## src/rtl/spk_out_arb_if.sv

```systemverilog
// Flit-link bundle between the spike/config requesters, the output arbiter and the router side.
// The slave modport is the arbiter's view; master is the requester/router-side view.
interface spk_out_arb_if #(
  parameter int unsigned FW = 59,
  parameter int unsigned CW = 5
) ();

  logic          neu_req;
  logic [FW-1:0] neu_data;
  logic          neu_ack;
  logic          cfg_req;
  logic [FW-1:0] cfg_data;
  logic          cfg_ack;
  logic          credit_in;
  logic [FW-1:0] flit_out;
  logic          flit_out_wr;
  logic [CW-1:0] credit_cnt;
  logic          credit_err;

  modport slave (
    input  neu_req,
    input  neu_data,
    output neu_ack,
    input  cfg_req,
    input  cfg_data,
    output cfg_ack,
    input  credit_in,
    output flit_out,
    output flit_out_wr,
    output credit_cnt,
    output credit_err
  );

  modport master (
    output neu_req,
    output neu_data,
    input  neu_ack,
    output cfg_req,
    output cfg_data,
    input  cfg_ack,
    output credit_in,
    input  flit_out,
    input  flit_out_wr,
    input  credit_cnt,
    input  credit_err
  );

endinterface

```

## src/rtl/spk_out_arb.sv

```systemverilog
// Output scheduler sharing the router flit link between neuron and config sources under credit flow control.
// Build option SPK_OUT_CFG_PRIO_EN: cfg wins every tie instead of round-robin.
module spk_out_arb #(
  parameter int unsigned FW      = 59,
  parameter int unsigned FTW     = 3,
  parameter int unsigned CW      = 5,
  parameter int unsigned CREDITS = 16
) (
  input  logic         clk_spk_out,
  input  logic         rst_n,
  spk_out_arb_if.slave bus
);

  localparam int unsigned PW = FW - FTW;

  typedef enum logic {
    IDLE = 1'b0,
    SEND = 1'b1
  } state_e;

  typedef enum logic {
    SRC_NEU = 1'b0,
    SRC_CFG = 1'b1
  } src_e;

  state_e         r_cs;
  state_e         w_ns;
  src_e           r_last_grant;
  logic [FW-1:0]  r_flit_out;
  logic [CW-1:0]  r_credit_cnt;
  logic           r_credit_err;

  logic           w_has_credit;
  logic           w_any_req;
  logic           w_grant_en;
  logic           w_grant_neu;
  logic           w_grant_cfg;
  logic           w_grant;
  logic           w_send;
  logic           w_at_max;
  logic [FW-1:0]  w_win_data;
  logic [FTW-1:0] w_win_type;
  logic [PW-1:0]  w_win_payload;

  assign w_has_credit = (r_credit_cnt != '0);
  assign w_any_req    = bus.neu_req | bus.cfg_req;
  assign w_at_max     = (r_credit_cnt == CW'(CREDITS));
  // Acks are combinational, so gate them off while reset is held.
  assign w_grant_en   = rst_n & (r_cs == IDLE) & w_has_credit;

  // Winner selection; only meaningful in IDLE with at least one credit.
  always_comb begin
    w_grant_neu = 1'b0;
    w_grant_cfg = 1'b0;
    if (w_grant_en) begin
`ifdef SPK_OUT_CFG_PRIO_EN
      w_grant_cfg = bus.cfg_req;
      w_grant_neu = bus.neu_req & ~bus.cfg_req;
`else
      if (bus.neu_req && bus.cfg_req) begin
        w_grant_neu = (r_last_grant == SRC_CFG);
        w_grant_cfg = (r_last_grant == SRC_NEU);
      end else begin
        w_grant_neu = bus.neu_req;
        w_grant_cfg = bus.cfg_req;
      end
`endif
    end
  end

  assign w_grant = w_grant_neu | w_grant_cfg;

  // Type field rides along untouched with the payload of the winning flit.
  always_comb begin
    w_win_data    = w_grant_cfg ? bus.cfg_data : bus.neu_data;
    w_win_type    = w_win_data[FW-1:PW];
    w_win_payload = w_win_data[PW-1:0];
  end

  // FSM state register.
  always_ff @(posedge clk_spk_out or negedge rst_n) begin
    if (!rst_n) begin
      r_cs <= IDLE;
    end else begin
      r_cs <= w_ns;
    end
  end

  // FSM next state: one send cycle after every grant paces the link at one flit per two cycles.
  always_comb begin
    w_ns = r_cs;
    case (r_cs)
      IDLE: begin
        if (w_any_req && w_has_credit) begin
          w_ns = SEND;
        end
      end
      SEND: begin
        w_ns = IDLE;
      end
      default: begin
        w_ns = IDLE;
      end
    endcase
  end

  // FSM outputs.
  always_comb begin
    bus.neu_ack = w_grant_neu;
    bus.cfg_ack = w_grant_cfg;
    w_send      = (r_cs == SEND);
  end

  // Flit capture and round-robin history, updated only on a grant.
  always_ff @(posedge clk_spk_out or negedge rst_n) begin
    if (!rst_n) begin
      r_flit_out   <= '0;
      r_last_grant <= SRC_CFG;
    end else if (w_grant) begin
      r_flit_out   <= {w_win_type, w_win_payload};
      r_last_grant <= w_grant_cfg ? SRC_CFG : SRC_NEU;
    end
  end

  // Credit accounting: send consumes, credit_in returns; a return at full count is flagged and dropped.
  always_ff @(posedge clk_spk_out or negedge rst_n) begin
    if (!rst_n) begin
      r_credit_cnt <= CW'(CREDITS);
      r_credit_err <= 1'b0;
    end else begin
      if (w_send && !bus.credit_in) begin
        r_credit_cnt <= r_credit_cnt - CW'(1);
      end else if (!w_send && bus.credit_in) begin
        if (w_at_max) begin
          r_credit_err <= 1'b1;
        end else begin
          r_credit_cnt <= r_credit_cnt + CW'(1);
        end
      end
    end
  end

  assign bus.flit_out    = r_flit_out;
  assign bus.flit_out_wr = w_send;
  assign bus.credit_cnt  = r_credit_cnt;
  assign bus.credit_err  = r_credit_err;

endmodule

```

## src/flat_wrapper.sv

```systemverilog
// flat-port wrapper written by rule: the top's interface ports become plain ports
module spk_out_arb_flat 
#(
  parameter int unsigned FW      = 59,
  parameter int unsigned FTW     = 3,
  parameter int unsigned CW      = 5,
  parameter int unsigned CREDITS = 16
)
  (clk_spk_out, rst_n, bus_neu_req, bus_neu_data, bus_neu_ack, bus_cfg_req, bus_cfg_data, bus_cfg_ack, bus_credit_in, bus_flit_out, bus_flit_out_wr, bus_credit_cnt, bus_credit_err);
  spk_out_arb_if #(.FW(FW), .CW(CW)) bus_i ();
  input  logic clk_spk_out;
  input  logic rst_n;
  input wire logic [$bits(bus_i.neu_req)-1:0] bus_neu_req;
  input wire logic [$bits(bus_i.neu_data)-1:0] bus_neu_data;
  output wire logic [$bits(bus_i.neu_ack)-1:0] bus_neu_ack;
  input wire logic [$bits(bus_i.cfg_req)-1:0] bus_cfg_req;
  input wire logic [$bits(bus_i.cfg_data)-1:0] bus_cfg_data;
  output wire logic [$bits(bus_i.cfg_ack)-1:0] bus_cfg_ack;
  input wire logic [$bits(bus_i.credit_in)-1:0] bus_credit_in;
  output wire logic [$bits(bus_i.flit_out)-1:0] bus_flit_out;
  output wire logic [$bits(bus_i.flit_out_wr)-1:0] bus_flit_out_wr;
  output wire logic [$bits(bus_i.credit_cnt)-1:0] bus_credit_cnt;
  output wire logic [$bits(bus_i.credit_err)-1:0] bus_credit_err;
  assign bus_i.neu_req = bus_neu_req;
  assign bus_i.neu_data = bus_neu_data;
  assign bus_neu_ack = bus_i.neu_ack;
  assign bus_i.cfg_req = bus_cfg_req;
  assign bus_i.cfg_data = bus_cfg_data;
  assign bus_cfg_ack = bus_i.cfg_ack;
  assign bus_i.credit_in = bus_credit_in;
  assign bus_flit_out = bus_i.flit_out;
  assign bus_flit_out_wr = bus_i.flit_out_wr;
  assign bus_credit_cnt = bus_i.credit_cnt;
  assign bus_credit_err = bus_i.credit_err;
  spk_out_arb #(.FW(FW), .FTW(FTW), .CW(CW), .CREDITS(CREDITS)) u_core (.clk_spk_out(clk_spk_out), .rst_n(rst_n), .bus(bus_i));
endmodule
```

## config.mk

```make
export PLATFORM = sky130hd
export DESIGN_NAME = spk_out_arb_flat
export DESIGN_NICKNAME = d
export VERILOG_FILES = /design/src/rtl/spk_out_arb_if.sv /design/src/rtl/spk_out_arb.sv /design/src/flat_wrapper.sv
export SDC_FILE = /design/constraint.sdc
export NUM_CORES = 1
export LEC_CHECK = 0
export CAP_MARGIN = 20
export CORE_AREA = 2 2 92 94
export DETAILED_ROUTE_END_ITERATION = 7
export DIE_AREA = 0 0 94 96
export GPL_ROUTABILITY_DRIVEN = 0
export PLACE_DENSITY = 0.85
export SYNTH_ARGS = -nofsm -noshare
export SYNTH_HDL_FRONTEND = slang
export SYNTH_SLANG_ARGS = --single-unit
```

## constraint.sdc

```tcl
create_clock -name clk_spk_out -period 3.4 [get_ports clk_spk_out]
set_input_delay 0.68 -clock clk_spk_out [delete_from_list [all_inputs] [get_ports clk_spk_out]]
set_output_delay 0.68 -clock clk_spk_out [all_outputs]
set_load 0.005 [all_outputs]
```

After elaboration in Yosys (flattened, before gate mapping)
Index checks and enable logic that the tools add are counted.

storage, ports and cells
  bits in writable memories = 0
  bits of input ports = 123
  logic and storage cells = 37
  memories = 0
  bits in registers = 67
  ROM bits = 0
  output and inout port bits = 68
  bits in latches = 0

cells by class
  divide/modulo/power cells = 0
  reductions and logical operators = 10
  bitwise gates (word level) = 7
  muxes and demuxes = 11
  shifts and indexed selects = 0
  equal/unequal tests = 2
  multiply operators = 0
  $lt $le $gt $ge = 0
  $add $sub $neg = 2

operator list
  operator                                                             count
  59-bit two-way mux                                                   1
  5-bit two-way mux                                                    3
  1-bit two-way mux                                                    6
  5-bit by 1-bit adder with 5-bit output (second input constant)       1
  5-bit equality test (second input constant)                          1
  5-bit nonzero test                                                   1
  5-bit by 1-bit subtractor with 5-bit output (second input constant)  1
  1-bit logical AND                                                    4
  1-bit NOT                                                            3
  3-bit AND reduction                                                  1
  1-bit AND                                                            2
  1-bit zero test                                                      2
  2-bit inequality test (second input constant)                        1
  1-bit bitwise OR                                                     2
  1-bit one-hot mux with 2 select lines                                1
  2-bit AND reduction                                                  1
  2-bit nonzero test                                                   1

Depth between registers and ports, before layout
  depth in word-level cells = 5
  gate-level depth with buffers = 9
  depth with buffers taken out = 8

Least setup slack after synthesis
No wires, ideal clock.

  kind = input to register
  from = in bus_credit_in
  to = reg u_core.r_credit_cnt[2], in the netlist u_core.bus.credit_cnt[2]
  data required time = 3.263 ns
  arrival = 2.221 ns
  library setup time = 0.137 ns
  path buffers = 1
  cell stages on the path = 9
  path slack = 1.042 ns
  cell sequence = inv_1 ha_1 clkbuf_1 xor2_1 ha_1 a21oi_1 mux2_2 a22oi_1 o21ai_0

between the ends
  longest elaborated chain between the ends = 4
  elaborated cells between the ends (all ways) = 7
  classes of those cells = eq/ne: 1; mux: 1; reduce/logical: 5

RTL lines
  item                                                                          RTL line            text
  start: declaration                                                            flat_wrapper.sv:19  input wire logic [$bits(bus_i.credit_in)-1:0] bus_credit_in;
  1-bit zero test                                                               spk_out_arb.sv:131  if (w_send && !bus.credit_in) begin
  1-bit logical AND                                                             spk_out_arb.sv:131
  2-bit inequality test (no line) / 2-bit nonzero test (equally long branches)  n/a
  2-bit AND reduction (no line)                                                 n/a
  end signal: assignment                                                        spk_out_arb.sv:128  r_credit_cnt <= CW'(CREDITS);
  end signal: assignment                                                        spk_out_arb.sv:132  r_credit_cnt <= r_credit_cnt - CW'(1);
  end signal: assignment                                                        spk_out_arb.sv:137  r_credit_cnt <= r_credit_cnt + CW'(1);
  end: declaration                                                              spk_out_arb.sv:30   logic [CW-1:0] r_credit_cnt;

Parallel ways exist; a longest one is shown, timed or not.
A chain may end at the register's enable or synchronous reset.

Worst setup path in the final report
  from = in bus_cfg_req
  to = out bus_cfg_ack

between the ends
  longest elaborated chain between the ends = 3

RTL lines
  item                   RTL line            text
  start: declaration     flat_wrapper.sv:16  input wire logic [$bits(bus_i.cfg_req)-1:0] bus_cfg_req;
  1-bit logical AND      spk_out_arb.sv:60   if (bus.neu_req && bus.cfg_req) begin
  1-bit two-way mux (*)  spk_out_arb.sv:60
  1-bit two-way mux (*)  spk_out_arb.sv:55   if (w_grant_en) begin
  end: declaration       flat_wrapper.sv:18  output wire logic [$bits(bus_i.cfg_ack)-1:0] bus_cfg_ack;

Every way passes the cells marked *; elsewhere a longest branch is shown, timed or not.

==> results.toml <==
[run_status]
outcome = "completed"

[global_route]
grt_max_degree = 120
antenna_found_initial = 0
grt_usage_pct = 20.1
grt_pass1_wl_um = 14300
grt_pass1_vias = 2990
grt_overflow_total = 0

[synthesis]
ys_seq_area_share_pct = 52.4
synth_largest_area_cell = "dfrtp_1"
synth_top_area_share_pct = 50.7
yosys_register_bits = 67
yosys_warnings = 0
synth_area_leaders = "dfrtp_1 51%, a22oi_1 14%, o21ai_0 8.0%"
avgSynthCellArea_sq_um = 9.69
synth_cell_types = 39
syn_inst = 331
syn-cell-area_sq_um = 3210
syn_nets = 459

[finish]
drive_above_1_share_pct = 5.28
area_delta_synth_final_pct = 66.4
nets = 635

[timing]
fin_setup_tns_ns = 0
maxSlewViolCount = 0
period_needed_ns = 2.87
worst_slack_ns = 0.530
rsz0062_at_grt = "no"
fin_crit_sh_pct = 84.4
setup_viol = 0
relSlewSlack_pct = 45.4
finalHoldViolCount = 0
tightestPinTransition_ns = 0.818
skew_ns = 0.00589
fmax_ghz = 0.348

[cts]
clock-root-buffer = "clkbuf_8"
numCtsBuffers = 9
h-tree-depth = 3
cts-hold-fix-buffers = 0
clock_latency_ns = 0.33
cts_tree = "yes"
cts_buffer_depth = 2
clkSlewWorstSetupHoldPaths_ns = 0.07
clock_sinks = 67
post_cts_buffers = 0
cts-resized-gates = 0

[placement]
io_buffers = 190
pre_cts_ws_ns = 0.369
dp_hpwl_um = 6740

[worst_setup_path]
arrival_ns = 2.19
cp-start-kind = "input pin"
cp-end-kind = "primary output"
worstSetupPathType = "in2out"
crit_chain = "clkdlybuf4s50_1, a21boi_4, o211ai_4, inv_1, clkdlybuf4s50_1"
crit_family = "buffers and inverters"
max_stage_delay_ns = 0.58
crit_slowest_cell = "clkdlybuf4s50_1"
cpMostUsedCell = "clkdlybuf4s50_1"
crit_buf_inv = 3
path_max_fanout = 4
cp.required_ns = 2.72

[route]
drcViolationCount = 0
drt_first_pass_iters = 4
wl_per_cell_um = 14.8
drt-total-wl_um = 9130
wl_met2_um = 4600
drtIter0Drc = 117
routed_via_density = 5.14
via_count = 3174
top_layer = "met4"
ant_nets = 0
met3_length_um = 723
wl_met1_um = 3690

[pwr]
p_per_area_nw_per_um2 = 750
peakVddDrop_mv = 0.602
p_leak_nw = 2.32

[die]
die-area_sq_um = 9020
io_pins = 191
coreArea_sq_um = 8050
die_x_um = 94
dieHeight_um = 96
start_util_pct = 39.8
rows = 33

[flow_run]
max_cap_viol_count = 0

[min_path]
holdCritPathClass = "reg2reg"
==> layout by cell type (no fill, tap or decap), types with 2 or more instances in the layout <==
master,n
buf_4,4
dfstp_2,2
ha_1,5
clkbuf_1,2
xor2_1,2
o21ai_0,51
inv_1,6
a31oi_1,2
nor2_1,2
dfrtp_1,65
clkbuf_8,11
clkdlybuf4s50_1,189
nand2_1,68
a21oi_1,3
a22oi_1,60
o21ai_1,13
or3_1,2
==> cell families after synthesis <==
logic type      Yosys count  synth area share, %
compound gates          140                 28.4
xor+xnor                  2                0.546
fa+ha+maj                 5                 1.95
buf+inv                  36                 5.93
flops                    67                 52.4
mux                       2                0.663
simple gates             79                 10.1
==> routing by layer <==
layer,global-route usage (%),vias to the layer above
met1,24.4,1486
met2,35.3,125
li1,-,1551
met5,0,-
met4,6.40,0
met3,5.25,12
==> final cells by class <==
| cell class | instances | area (sq um) |
|---|---|---|
| Clock buffer | 13 | 159 |
| Sequential cell | 67 | 1680 |
| Clock inverter | 2 | 35.0 |
| Tap cell | 105 | 131 |
| Fill cell | 642 | 2720 |
| Inverter | 6 | 22.5 |
| Antenna cell | 1 | 2.50 |
| Timing Repair Buffer | 195 | 1950 |
| Multi-Input combinational cell | 228 | 1360 |
==> worst reg2reg max path, stage by stage (launching register included) <==
cell and delay (ns):
dfrtp_1 0.51, or4_4 0.64, o211ai_4 0.20, buf_4 0.55, a22oi_1 0.19, o21ai_0 0.22
==> state kept, by name, summed over array words and instances (netlist names) <==
name and cells:
u_core.bus.credit_cnt 5, u_core.r_last_grant 1, u_core.bus.flit_out_wr 1, u_core.bus.credit_err 1, u_core.bus.flit_out 59
==> synth_stat cells <==
master / n
nor4_1: 1
nand2_1: 68
nand2b_1: 1
nor3_1: 1
o21a_1: 1
o21ai_0: 51
a211o_1: 1
dfstp_2: 2
a32o_1: 1
a21boi_1: 1
a21oi_1: 3
a31o_2: 1
nor2_1: 2
a31oi_1: 2
clkbuf_2: 4
buf_6: 2
a21o_1: 1
mux2i_1: 1
xor2_1: 2
nand4b_1: 1
buf_1: 1
buf_2: 7
nand3_1: 1
nor2b_1: 1
or4_4: 1
mux2_2: 1
o31ai_1: 1
o21ai_1: 13
clkbuf_1: 9
inv_1: 6
a2111oi_0: 1
a22oi_1: 60
o221ai_2: 1
buf_4: 7
o2111a_1: 1
o211ai_4: 1
dfrtp_1: 65
ha_1: 5
or3_1: 2
==> worst paths after layout <==
kind                                                      start  cells past startpoint  slack (ns)                                   to
max in group asynchronous                                 rst_n                      2        2.27  u_core.bus.flit_out[11]$_DFFE_PN0P_
max reg2reg                u_core.bus.credit_cnt[2]$_DFFE_PN0P_                      5        1.00  u_core.bus.flit_out[49]$_DFFE_PN0P_
min in group asynchronous                                 rst_n                      2        0.58  u_core.bus.flit_out[39]$_DFFE_PN0P_
min reg2reg                   u_core.bus.credit_err$_DFFE_PN0P_                      1        0.48    u_core.bus.credit_err$_DFFE_PN0P_
max                                                 bus_cfg_req                      5        0.53                          bus_cfg_ack
min                           u_core.bus.credit_err$_DFFE_PN0P_                      1        0.48    u_core.bus.credit_err$_DFFE_PN0P_
==> power by group <==
group | leakage [nW] | switching, mW | internal (mW)
Clock | 0.0995 | 0.276 | 0.375
Combinational | 1.40 | 0.776 | 1.10
Sequential | 0.818 | 0.273 | 1.20
Total | 2.32 | 1.32 | 2.68
==> through the flow <==
step           instances  hold WS, ns  cell area, sq um  util (%)  power, mW
3_5_place_dp         601        0.453              5140      63.8       3.38
2_1_floorplan        331        0.384              3210         -       2.25
4_1_cts              616        0.481              5330      66.2       4.04
6_report             617        0.476              5340      66.3       4.00
3_3_place_gp         601        0.461              5140      63.8       3.30
5_1_grt              616        0.490              5330      66.2       4.32
(Power assumes the default switching activity.)
